### config.mk
export PLATFORM = sky130hd
export DESIGN_NAME = wfg_drive_pat_buf
export DESIGN_NICKNAME = d
export VERILOG_FILES = /design/src/rtl/wfg_drive_pat_buf.sv
export SDC_FILE = /design/constraint.sdc
export NUM_CORES = 1
export LEC_CHECK = 0
export ABC_AREA = 1
export CORE_MARGIN = 4
export CORE_UTILIZATION = 40
export CTS_BUF_LIST = sky130_fd_sc_hd__clkbuf_4 sky130_fd_sc_hd__clkbuf_8
export CTS_CLUSTER_SIZE = 28
export DETAILED_ROUTE_END_ITERATION = 8
export PLACE_DENSITY = 0.73
export SLEW_MARGIN = 10
export SYNTH_ARGS = -nofsm -noshare
export SYNTH_HDL_FRONTEND = slang
export SYNTH_SLANG_ARGS = --single-unit
### constraint.sdc
create_clock -name clk -period 2 [get_ports clk]
set_clock_uncertainty 0.1 [all_clocks]
set_input_delay 0.4 -clock clk [delete_from_list [all_inputs] [get_ports clk]]
set_output_delay 0.4 -clock clk [all_outputs]
set_load 0.1 [all_outputs]
### src/rtl/wfg_drive_pat_buf.sv
// rtl/wfg_drive_pat_buf.sv - FIFO-buffered pattern driver with sync-paced pops and windowed pin drive
module wfg_drive_pat_buf #(
    parameter int CHANNELS   = 8,
    parameter int AXIS_WIDTH = 32,
    parameter int DEPTH      = 4
) (
    input  logic                         clk,
    input  logic                         rst_n,
    input  logic                         wfg_core_sync_i,
    input  logic [7:0]                   wfg_core_subcycle_cnt_i,
    input  logic                         wfg_subcore_sync_i,
    input  logic [7:0]                   wfg_subcore_subcycle_cnt_i,
    input  logic                         cfg_core_sel_q_i,
    input  logic [CHANNELS-1:0]          ctrl_en_q_i,
    input  logic [2*CHANNELS-1:0]        patsel_q_i,
    input  logic [7:0]                   cfg_begin_q_i,
    input  logic [7:0]                   cfg_end_q_i,
    input  logic [CHANNELS-1:0]          cfg_idle_q_i,
    input  logic                         clr_underflow_i,
    output logic                         wfg_axis_tready_o,
    input  logic                         wfg_axis_tvalid_i,
    input  logic                         wfg_axis_tlast_i,
    input  logic [AXIS_WIDTH-1:0]        wfg_axis_tdata_i,
    output logic [CHANNELS-1:0]          pat_dout_o,
    output logic [CHANNELS-1:0]          pat_dout_en_o,
    output logic [$clog2(DEPTH+1)-1:0]   fifo_level_o,
    output logic                         underflow_o
);

    localparam int LW = $clog2(DEPTH + 1);
    localparam int PW = $clog2(DEPTH);

    logic                sync;
    logic [7:0]          cnt;
    logic [LW-1:0]       level, level_next;
    logic [PW-1:0]       wr_ptr, rd_ptr;
    logic                tready_q;
    logic                push, pop, uflow;
    logic [CHANNELS-1:0] mem [DEPTH];
    logic [CHANNELS-1:0] pat;
    logic [CHANNELS-1:0] dout_next;
    logic                in_win;
    logic                unused_axis;

    // Only the low CHANNELS bits of a word ever reach a pin; tlast carries no meaning here.
    assign unused_axis = ^{wfg_axis_tlast_i, wfg_axis_tdata_i};

    assign sync = cfg_core_sel_q_i ? wfg_subcore_sync_i : wfg_core_sync_i;
    assign cnt  = cfg_core_sel_q_i ? wfg_subcore_subcycle_cnt_i : wfg_core_subcycle_cnt_i;

    assign push  = wfg_axis_tvalid_i && tready_q;
    assign pop   = sync && (level != '0);
    assign uflow = sync && (level == '0);

    assign wfg_axis_tready_o = tready_q;
    assign pat_dout_en_o     = ctrl_en_q_i;
    assign fifo_level_o      = level;

    function automatic logic [PW-1:0] ptr_inc(input logic [PW-1:0] p);
        return (p == PW'(DEPTH - 1)) ? '0 : p + PW'(1);
    endfunction

    always_comb begin
        level_next = level;
        if (push && !pop) begin
            level_next = level + LW'(1);
        end else if (!push && pop) begin
            level_next = level - LW'(1);
        end
    end

    always_ff @(posedge clk or negedge rst_n) begin
        if (!rst_n) begin
            level    <= '0;
            wr_ptr   <= '0;
            rd_ptr   <= '0;
            tready_q <= 1'b0;
        end else begin
            level    <= level_next;
            tready_q <= (level_next < LW'(DEPTH));
            if (push) begin
                wr_ptr <= ptr_inc(wr_ptr);
            end
            if (pop) begin
                rd_ptr <= ptr_inc(rd_ptr);
            end
        end
    end

    // Storage is not reset: the level counter alone decides which entries are valid.
    always_ff @(posedge clk) begin
        if (push) begin
            mem[wr_ptr] <= wfg_axis_tdata_i[CHANNELS-1:0];
        end
    end

    always_ff @(posedge clk or negedge rst_n) begin
        if (!rst_n) begin
            pat         <= '0;
            underflow_o <= 1'b0;
        end else begin
            if (pop) begin
                pat <= mem[rd_ptr];
            end
            if (uflow) begin
                underflow_o <= 1'b1;
            end else if (clr_underflow_i) begin
                underflow_o <= 1'b0;
            end
        end
    end

    always_comb begin
        in_win = 1'b0;
        if (cfg_begin_q_i <= cfg_end_q_i) begin
            in_win = (cnt >= cfg_begin_q_i) && (cnt <= cfg_end_q_i);
        end else begin
            in_win = (cnt >= cfg_begin_q_i) || (cnt <= cfg_end_q_i);
        end
    end

    always_comb begin
        dout_next = '0;
        for (int k = 0; k < CHANNELS; k++) begin
            if (!ctrl_en_q_i[k]) begin
                dout_next[k] = 1'b0;
            end else if (!in_win) begin
                dout_next[k] = cfg_idle_q_i[k];
            end else begin
                case (patsel_q_i[2*k +: 2])
                    2'b00:   dout_next[k] = 1'b0;
                    2'b01:   dout_next[k] = 1'b1;
                    2'b10:   dout_next[k] = pat[k];
                    default: dout_next[k] = ~pat[k];
                endcase
            end
        end
    end

    always_ff @(posedge clk or negedge rst_n) begin
        if (!rst_n) begin
            pat_dout_o <= '0;
        end else begin
            pat_dout_o <= dout_next;
        end
    end

endmodule

; ---- Yosys cells after proc, flatten, opt, wreduce, memory -nomap -nowiden
; Memory sizes are Yosys's and may differ from the RTL's. A register that Yosys moved wholly into a read port is not among the register bits.
; Index checks and enable logic that the tools add are counted.
[totals]
mem_bits_ro = 0
input_bits = 104
output_inout_bits = 21
n_memories = 1
ramBits = 32
reg_bits = 17
latchBits = 0
[mem_list]
columns = name, depth, width, rd, rd_ports_with_merged_regs, write_ports, line_no
row1 = mem, 4, 8, 1, 1, 1, 39  ; logic [CHANNELS-1:0] mem [DEPTH];
[op_classes]
mul = 0
n_div = 0
n_addsub = 4
bitwise_logic = 8
n_mux = 35
n_lt_le_gt_ge = 4
n_eq_ne = 18
reduce_logical = 21
shifts = 0
[op_table]
columns = cell, count
row1 = 1-bit one-hot mux with 3 select lines, 8
row2 = 1-bit 2-to-1 mux, 22
row3 = 2-bit == test (second input constant), 10
row4 = 2-bit by 1-bit == test with 1-bit output (second input constant), 8
row5 = 8-bit less-or-equal comparator, 2
row6 = 2-bit logical NOT, 8
row7 = 8-bit greater-or-equal comparator, 1
row8 = 8-bit 2-to-1 mux, 1
row9 = 1-bit inverter, 8
row10 = 1-bit logical AND, 6
row11 = 3-bit 2-to-1 mux, 2
row12 = 2-bit by 1-bit adder with 2-bit output (second input constant), 2
row13 = 2-bit 2-to-1 mux, 2
row14 = 3-bit by 1-bit adder with 3-bit output (second input constant), 1
row15 = 1-bit logical NOT, 3
row16 = 3-bit logical NOT, 1
row17 = 3-bit < comparator (second input constant), 1
row18 = 3-bit nonzero test, 1
row19 = 3-bit by 1-bit subtractor with 3-bit output (second input constant), 1
row20 = 2-bit nonzero test, 1
row21 = 1-bit logical OR, 1

; ---- Depth between registers and ports, before layout
; Gate-level depths: netlist of run 1.
[logic_depth]
word_depth = 6
mapped_depth = 16
mapped_depth_nobuf = 15

; ---- Worst setup path before layout of run 1
; Ideal clock, no wire load.
[synth_timing]
path_type = register to register
from = reg level[0], in the netlist fifo_level_o[0]
to = reg tready_q, in the netlist wfg_axis_tready_o
required_time_ps = 1777
setup_slack_ps = -612
path_stages_with_launch = 12
t_arrival_ps = 2389
setup_time_ps = 123
path_cell_list = dfrtp_1 > inv_1 > ha_1 > a21oi_2 > buf_2 > inv_1 > ha_1 > inv_1 > nand3_1 > nand2_1 > xor2_1 > inv_1
[synth_via]
elab_chain_cells = 6
word_cells_on_any_way = 10
classes_between = add/sub (2) / order compare (1) / mux (2) / reduce/logical (5)
[synth_lines]
columns = item, line_no
row1 = start: declaration, 35  ; logic [LW-1:0] level, level_next;
row2 = start signal: assignment, 79  ; level <= level_next;
row3 = 3-bit nonzero test *, 52  ; assign pop = sync && (level != '0);
row4 = 1-bit logical AND *, 52
row5 = net pop, 38  ; logic push, pop, uflow;
row6 = 1-bit logical AND / 1-bit logical NOT (equally long branches), "67, 65"
row7 = 3-bit 2-to-1 mux / 1-bit logical AND (equally long branches), "67, 65"
row8 = 3-bit 2-to-1 mux *, 65  ; if (push && !pop) begin
row9 = net level_next[2], 35
row10 = 3-bit < comparator *, 80  ; tready_q <= (level_next < LW'(DEPTH));
row11 = end signal: assignment, 80
row12 = end: declaration, 37  ; logic tready_q;
; Mark *: on every way through the listed nets, which the timed path passes. The rest lies on a longest branch.
; A chain may end at the register's enable or synchronous reset.

; ---- Worst setup path in the final report of run 1
[layout_timing]
from = in cfg_core_sel_q_i
to = reg pat_dout_o[3]
[layout_via]
elab_chain_cells = 6
word_cells_on_any_way = 8
classes_between = order compare (2) / mux (4) / reduce/logical (2)
[layout_lines]
columns = item, line_no
row1 = start: declaration, 13  ; input logic cfg_core_sel_q_i,
row2 = 8-bit 2-to-1 mux *, 49  ; assign cnt = cfg_core_sel_q_i ? wfg_subcore_subcycle_cnt_i : wfg_core_subcycle_cnt_i;
row3 = 8-bit greater-or-equal comparator / 8-bit less-or-equal comparator (equally long branches), "116, 118"
row4 = 1-bit logical OR / 1-bit logical AND (equally long branches), "118, 116"
row5 = 1-bit 2-to-1 mux *, 115  ; if (cfg_begin_q_i <= cfg_end_q_i) begin
row6 = 1-bit 2-to-1 mux *, 127  ; end else if (!in_win) begin
row7 = 1-bit 2-to-1 mux *, 125  ; if (!ctrl_en_q_i[k]) begin
row8 = net dout_next[3], 41  ; logic [CHANNELS-1:0] dout_next;
row9 = end signal: assignment, 144  ; pat_dout_o <= dout_next;
row10 = end: declaration, 24  ; output logic [CHANNELS-1:0] pat_dout_o,
; Marks and branches as above.

==> metrics, run 1 <==
clock root buffer=clkbuf_8; most frequent cell after synthesis=inv_1; Design Power=5.956 mW; Min-Delay Path Class=in2async; crit end category=flip-flop; core area=0.008299 mm²; Post-synth EDFFs=32; Routed Wire Length=8.850 mm; final instance area=0.005563 mm²; Area after DPL=0.004955 mm²; DRC=0; GP Congestion=0.7958; syn avg cell area=9.369 µm²; status=finished with violations; Area Growth Syn to Fin=60.91%; DR vias/cell=4.768; maximum vdd drop=0.0006826 V; routed len/inst=14.77 µm; DRT Pass-1 Iters=4; Yosys top cell by area=edfxtp_1; H-tree lvl count=3; Die ar.=0.01019 mm²; Top-Level Pins=125; Cells after Synth=369; Mapped Area=0.003457 mm²; Core Util, Final=0.6703; share of cells above drive strength 1=0.3381; CTS tree=built; path type of the worst setup path=in2reg; final worst slack=-51.43 ps; Cell Rows=33; CP Max Fanout=8; routed via count=2856; DRT iter0 DRCs=117; gr busiest metal=met2; synth top area cells=edfxtp_1, dfrtp_1, ha_1; # fillers=610; crit path DAT=2180 ps; Leakage=2.454 nW; DP HPWL=6.379 mm; TritonCTS buffer count=9; met1 Use GR=0.1837; Synth top cells by count=inv_1, nand2_1, nor2_1, ha_1, edfxtp_1; area share of the largest cell type after synthesis=0.2780; global routing met3 resource utilization=0.03806; initial antenna violation count=0; r2r worst-path depth=10; buffer levels on the longest clock path=2; CP Launch Type=input port; largest net degree at the start of global routing=26; vias in the first global route=3029; antenna viol nets, final=0; CTS Hold Bufs=0; Die Ht=101.0 µm; clk_lat worst skew=330 ps; fin nets=627; setup TNS=-203.4 ps; chip width=101.0 µm; global-route wire length before repair=13.90 mm; RSZ-0062 raised after global routing=true; Final Hold Viols=0; setup violators final=8; total global-route track usage=0.1750; Diodes inserted=0; CTS sink cnt=57; Seq/Total Area, Yosys=0.4589; Highest Clock Rate=0.4875 GHz; Tightest Pin Transition=449.5 ps; Post-synth ARST share=0.4386; failing checks=setup timing; Starting Density=0.4166; GRT overflow=0; Max-Cap Viols=0; number of port buffers=99; Netlist cell types=34; Worst-path clk slew=70 ps; Synthesized Nets=507; Final period util=1.026; max-slew violations=0; flip-flop and latch count after synthesis=57; Worst Path Required=2130 ps; M2 GR Usage=0.3473; PD cells=1071 mW/mm²; Post-synth top flop=edfxtp_1; number of synthesis warnings=0; Slew headroom=0.7000; crit path time final=2051 ps
## flip-flops by register name, summed over array words and instances (netlist names)
register / flops
wr_ptr: 2
pat_dout_o: 8
pat: 8
rd_ptr: 2
mem: 32
underflow_o: 1
fifo_level_o: 3
wfg_axis_tready_o: 1
## path summary, 6_finish.rpt
path	start	end	slack [ps]
setup / recovery	cfg_core_sel_q_i	pat_dout_o[3]$_DFF_PN0_	-50
hold / removal	rst_n	pat_dout_o[7]$_DFF_PN0_	330
setup reg to reg	fifo_level_o[0]$_DFFE_PN0P_	wfg_axis_tready_o$_DFF_PN0_	200
hold reg to reg	pat[1]$_DFFE_PN0P_	pat[1]$_DFFE_PN0P_	450
max in group asynchronous	rst_n	fifo_level_o[1]$_DFFE_PN0P_	1170
min in group clk	pat[1]$_DFFE_PN0P_	pat[1]$_DFFE_PN0P_	450
## metrics by stage
step / hold slack, ps / setup slack (ps) / std cells
finish: 330.3 / -51.43 / 599
global route: 355.8 / -104.7 / 599
CTS: 331.4 / -12.30 / 598
detailed placement: 441.2 / -838.5 / 576
global placement: 432.6 / -786.8 / 576
floorplan: 4.409 / -133.8 / 369
## layer usage
metal  up-vias  routed length (µm)
met5         -                   0
met4         0                  79
met3         7                 397
met2        68                5007
met1      1355                3365
li1       1426                   -
## final cells by class
cell class | instances | area, µm² | area share
multi-input combinational | 238 | 1989 | 0.3576
clock buffer | 9 | 123.9 | 0.02227
clock inverter | 7 | 125.1 | 0.02249
sequential | 57 | 1597 | 0.2870
tap | 105 | 131.4 | 0.02362
inverter | 59 | 226.5 | 0.04071
timing repair buffer | 124 | 1370 | 0.2463
## critical path, stage by stage
cell and delay [ps]:
buf_12 110, buf_12 130, mux2_4 330, ha_4 290
nand2_4 50, nor2_4 110, nand2_1 70, nand2_2 70
nand2_4 90, o21ai_4 180, buf_12 150, nand3_2 80
nand2_2 80, nor2_2 30
## placed cells by master, fill, tap and decap left out, types with 3 or more instances in the layout
master	synthesis	routed
nand2_1	51	35
dlygate4sd2_1	0	21
clkinv_4	1	3
mux2_4	0	7
ha_1	34	13
nand3_2	0	6
bufinv_16	0	3
dfrtp_1	25	21
nor2_1	50	48
nand2_4	4	7
a31oi_1	8	8
a21oi_2	1	3
o21ai_0	22	22
clkbuf_8	0	9
nor2_2	18	10
inv_2	2	12
buf_4	9	26
nor2_4	1	11
a21oi_1	7	4
edfxtp_1	32	32
buf_12	0	20
nand3_1	11	4
ha_4	0	19
clkdlybuf4s50_1	0	55
nand2_2	2	15
xor2_1	9	8
inv_1	55	45
## cell families after synthesis
family / Yosys count / share of synthesized area
and+or+nand+nor: 142 / 0.1972
muxes: 9 / 0.02859
adders and majority gates: 34 / 0.1231
xor gates and xnor gates: 9 / 0.02280
DFF: 57 / 0.4589
AOI/OAI and AO/OA: 44 / 0.07420
buffers and inverters: 74 / 0.09518
## what timing repair did
item                                    in CTS  in global routing
resized for setup                           61                 24
endpoints found under the setup margin       9                  9
buffers inserted                             5                  1
gates cloned                                 1                  0
pin swaps                                   34                 14
## power breakdown
group	leakage [nW]	internal (mW)	switching (mW)
Sequential	0.587	1.57	0.242
Clock	0.124	0.840	0.491
Combinational	1.74	1.11	1.71
Power figures use the tool's default switching activity.
==> run 2: changes to the inputs <==
- CORE_MARGIN: 4 -> 5
- DONT_BUFFER_PORTS: default -> 1
- PLACE_DENSITY: 0.73 -> 0.53
==> run 2 against run 1 <==
  * The run now ends clean
  * First-iteration DRC count fell by 51%
  * Global-route usage fell by 3.9 points
  * Register-to-register slack got worse by 20 ps
  * Critical path depth fell by 3
  * Clock-buffer cell count did not move
  * Cell count fell by 16%
  * Setup slack improved by 220 ps
  * Flip-flop and latch count did not move
  * Clock power fell by 8%
  * Critical endpoint is now pat_dout_o[0]$_DFF_PN0_
  * Largest cell class unchanged
==> metrics, run 2 (synthesized netlist as in run 1, its figures left out) <==
beginning of the critical path=cfg_core_sel_q_i; r2r setup slk=180 ps; CP cell instances=mux2_4 -> ha_1 -> nand2_1 -> inv_1 -> nor2_1 -> o21a_1 -> nand2_4 -> o21ai_4 -> nand3_1 -> nand2_1 -> nor2_2; Core Util, Final=0.4829; Top-Level Pins=125; Max stage delay on crit path=310 ps; clk_lat worst skew=330 ps; Leakage=1.898 nW; Slew headroom=0.7032; Area after DPL=0.003872 mm²; path type of the worst setup path=in2reg; Largest register FFs=32; antenna viol nets, final=0; worst reg2reg endpoint=wfg_axis_tready_o$_DFF_PN0_; status=finished, final reports clean; crit path DAT=1960 ps; Design Power=5.202 mW; Most Frequent Cell on Critical Path=nand2_1; Most flops, register=mem; Tightest Pin Transition=444.7 ps; CP Max Fanout=9; Die ar.=0.01060 mm²; GP Congestion=0.7783; chip width=103.0 µm; Cell Rows=34; routed len/inst=13.97 µm; clock root buffer=clkbuf_8; TritonCTS buffer count=9; reg2reg start=fifo_level_o[0]$_DFFE_PN0P_; DP HPWL=5.505 mm; Highest Clock Rate=0.5457 GHz; Int Power=2.987 mW; worst setup path end=pat_dout_o[0]$_DFF_PN0_; worst hold slack=58.56 ps; RSZ-0062 raised after global routing=false; crit path time final=1833 ps; Diodes inserted=0; DR vias/cell=4.677; Routed Wire Length=7.055 mm; Sw Ratio=0.4258; fin nets=530; largest net degree at the start of global routing=26; Die Ht=103.0 µm; vias in the first global route=2319; Flop pwr share=0.331; post_cts resized=0; CTS tree=built; Starting Density=0.4043; routed via count=2362; number of port buffers=0; Worst Path Required=2130 ps; most frequent cells in the layout=inv_1, nor2_1, nand2_1, edfxtp_1, ha_1; CTS sink cnt=57; DRT Pass-1 Iters=4; Sw Pwr=2.215 mW; share of cells above drive strength 1=0.2494; total global-route track usage=0.1357; crit end category=flip-flop; initial antenna violation count=0; global-route wire length before repair=10.92 mm; final instance area=0.004129 mm²; H-tree lvl count=3; Worst-path clk slew=80 ps; setup violators final=0; GRT overflow=0; Final Hold Viols=0; post-CTS setup buffers=0; max-slew violations=0; core area=0.008551 mm²; Area Growth Syn to Fin=19.44%; Top Registers=mem x32, pat x8, pat_dout_o x8; CP Launch Type=input port; PD cells=1260 mW/mm²; DRC=0; CTS Hold Bufs=2; worst-path cell with the longest stage delay=mux2_4; clock group share of total power=0.235; Max-Cap Viols=0; buffer levels on the longest clock path=2; maximum vdd drop=0.0008654 V; commonest non-fill, non-tap cell in the layout=inv_1; r2r worst-path depth=10; Final period util=0.9163; Logic pwr share=0.434; DRT iter0 DRCs=57; Min-Delay Path Class=in2reg
[run 2: worst min-delay path by stage]
stage | startpoint | end | cells after the start
after global placement | rst_n | pat_dout_o[7]$_DFF_PN0_ | 0
after detailed placement | rst_n | pat_dout_o[7]$_DFF_PN0_ | 0
after global routing | wfg_axis_tdata_i[2] | mem[1][2]$_DFFE_PP_ | 0
final | wfg_axis_tdata_i[0] | mem[0][0]$_DFFE_PP_ | 0
after floorplan | rst_n | fifo_level_o[2]$_DFF_PN0_ | 0
after CTS | wfg_axis_tdata_i[0] | mem[0][0]$_DFFE_PP_ | 0
[run 2: stage by stage]
| stage | cells | setup TNS (ps) | worst slack [ps] |
|---|---|---|---|
| final | 505 | 0 | 167.5 |
| after global routing | 505 | 0 | 28.09 |
| after CTS | 505 | 0 | 159.3 |
| after detailed placement | 487 | -1506 | -205.2 |
| after global placement | 487 | -1355 | -189.5 |
| after floorplan | 369 | -1072 | -133.8 |
[run 2: layout make-up]
class | instances | area [µm²]
Tap cell | 108 | 135.1
Timing Repair Buffer | 27 | 230.2
Clock inverter | 7 | 102.6
Sequential cell | 57 | 1597
Clock buffer | 9 | 123.9
Multi-Input combinational cell | 238 | 1714
Inverter | 59 | 226.5
Fill cell | 826 | 4422
[run 2: per-layer routing]
metal | GRT usage | part of all wire
met1 | 0.1598 | 0.42
met5 | 0 | 0
met4 | 0.05080 | 0.011
met2 | 0.2343 | 0.50
met3 | 0.03857 | 0.067
[run 2: power groups by stage]
stage | logic [mW] | registers [mW] | clock network [mW]
finish | 2.26 | 1.72 | 1.22
global route | 2.50 | 1.76 | 1.31
CTS | 2.30 | 1.73 | 1.26
detailed placement | 2.28 | 1.75 | 0
global placement | 2.23 | 1.75 | 0
floorplan | 1.31 | 2.28 | 0
[run 2: critical path, delay by kind of cell]
family | cells | cell delay [ps]
simple gates | 6 | 500
fa+ha+maj | 1 | 290
mux | 1 | 310
buf+inv | 1 | 30
compound gates | 2 | 430
==> run 3: changes to the inputs <==
- CELL_PAD_IN_SITES_DETAIL_PLACEMENT: default -> 1
- CELL_PAD_IN_SITES_GLOBAL_PLACEMENT: default -> 1
- PLACE_DENSITY: 0.53 -> 0.69
==> run 3 against run 2 <==
  * Critical endpoint is now wfg_axis_tready_o$_DFF_PN0_
  * Die area is the same
  * Largest cell class unchanged
  * Critical path depth fell by 1
  * First-iteration DRC count shrank 5.3%
  * Non-clock buffer count decreased by 1
  * Final area decreased by 0.21%
  * Total power grew 0.90%
  * Register-to-register slack barely moved
  * Sequential share of layout area is 0.082 points higher
  * Clock power is essentially flat
  * Routed wire length increased by 11%
  * Via count increased by 2.6%
==> metrics, run 3 (synthesized netlist as in run 1, its figures left out) <==
status=finished, final reports clean; Diodes inserted=0; post_cts resized=0; buffer levels on the longest clock path=2; final worst slack=171.1 ps; Top Metal Used=met4; GP Congestion=0.7541; largest net degree at the start of global routing=26; path type of the worst setup path=reg2reg; wire length on met2=4.217 mm; Sw Pwr=2.268 mW; CP Launch Type=flip-flop; beginning of the critical path=fifo_level_o[0]$_DFFE_PN0P_; Routed Wire Length=7.842 mm; Die Ht=103.0 µm; routed via count=2423; CTS sink cnt=57; Final Hold Viols=0; DRT iter0 DRCs=54; # fillers=984; Leakage=1.888 nW; CP Max Fanout=4; Most flops, register=mem; PD cells=1274 mW/mm²; reg2reg start=fifo_level_o[0]$_DFFE_PN0P_; commonest non-fill, non-tap cell in the layout=inv_1; worst reg2reg endpoint=wfg_axis_tready_o$_DFF_PN0_; most frequent cells in the layout=inv_1, nor2_1, nand2_1, edfxtp_1, ha_1; Worst-path clk slew=80 ps; Area Growth Syn to Fin=19.18%; initial antenna violation count=0; Worst Path Required=2120 ps; met1 WL=3.083 mm; Top-Level Pins=125; CTS Hold Bufs=2; Sw Ratio=0.4321; RSZ-0062 raised after global routing=false; Inst Count DP=486; share of cells above drive strength 1=0.2475; setup TNS=0 ps; routed len/inst=15.56 µm; Area after DPL=0.003865 mm²; worst slack at placement=-220.3 ps; DR vias/cell=4.808; Cell Rows=34; Die ar.=0.01060 mm²; Largest register FFs=32; post-CTS setup buffers=0; Max-Cap Viols=0; fin nets=529; crit end category=flip-flop; Final period util=0.9145; maximum vdd drop=0.0005970 V; Cell Count, Final, Fillers Out=504; chip width=103.0 µm; DP HPWL=6.054 mm; total global-route track usage=0.1497; Tightest Pin Transition=458.5 ps; number of port buffers=0; Logic pwr share=0.441; r2r setup slk=170 ps; r2r worst-path depth=10; vias in the first global route=2560; Starting Density=0.4043; max-slew violations=0; global-route wire length before repair=12.05 mm; clock root buffer=clkbuf_8; setup violators final=0; Int Power=2.981 mW; DRT Pass-1 Iters=4; worst setup path end=wfg_axis_tready_o$_DFF_PN0_; TritonCTS buffer count=9; H-tree lvl count=3; antenna viol nets, final=0; CTS tree=built; clk_lat worst skew=340 ps; Highest Clock Rate=0.5468 GHz; final instance area=0.004120 mm²; Min-Delay Path Class=in2reg; clock group share of total power=0.234; crit path DAT=1950 ps; Slew headroom=0.6940; GRT overflow=0; Top Registers=mem x32, pat x8, pat_dout_o x8; DRC=0; Flop pwr share=0.325; routed length on met3=451 µm; worst hold slack=49.61 ps; core area=0.008551 mm²; crit path time final=1829 ps
## run 3: critical path: stages (launching register included)
cell,delay (ps)
dfrtp_4,410
inv_2,50
ha_2,200
a21oi_4,170
inv_1,60
ha_1,220
inv_1,90
nand3_1,70
nand2_1,80
xor2_1,220
inv_1,60
## run 3: worst min path at each step
| stage | startpoint | endpoint | slack, ps | cells past startpoint |
|---|---|---|---|---|
| 2_1_floorplan | rst_n | fifo_level_o[2]$_DFF_PN0_ | 4 | 0 |
| 3_3_place_gp | rst_n | pat_dout_o[6]$_DFF_PN0_ | 5 | 0 |
| 3_5_place_dp | rst_n | pat_dout_o[6]$_DFF_PN0_ | 5 | 0 |
| 4_1_cts | wfg_axis_tdata_i[5] | mem[2][5]$_DFFE_PP_ | 30 | 0 |
| 5_1_grt | wfg_axis_tdata_i[5] | mem[2][5]$_DFFE_PP_ | 20 | 0 |
| 6_report | wfg_axis_tdata_i[5] | mem[2][5]$_DFFE_PP_ | 50 | 0 |
## run 3: power groups by stage
stage / Clock, mW / Combinational, mW / Sequential, mW
floorplan: 0 / 1.31 / 2.28
global placement: 0 / 2.24 / 1.72
detailed placement: 0 / 2.32 / 1.73
CTS: 1.26 / 2.35 / 1.71
global route: 1.33 / 2.54 / 1.74
finish: 1.23 / 2.31 / 1.71
## run 3: cell type report
class | count | area (µm²) | area share
clock buffers | 9 | 123.9 | 0.03006
flip-flops and latches | 57 | 1597 | 0.3875
well taps | 108 | 135.1 | 0.03280
repair buffers | 26 | 222.7 | 0.05405
clock inverters | 7 | 101.3 | 0.02460
inverters | 59 | 226.5 | 0.05497
multi-input cells | 238 | 1714 | 0.4160
## run 3: per-layer routing
metal  track usage  vias to the layer above
li1              -                     1224
met4       0.04781                        0
met3       0.04330                       10
met2        0.2733                       57
met1        0.1668                     1132
met5             0                        -
## run 3: metrics by stage
stage	total power [mW]	utilization
6_report	5.248	0.4819
5_1_grt	5.609	0.4819
3_5_place_dp	4.057	0.4520
3_3_place_gp	3.958	0.4520
4_1_cts	5.324	0.4819
2_1_floorplan	3.589	-
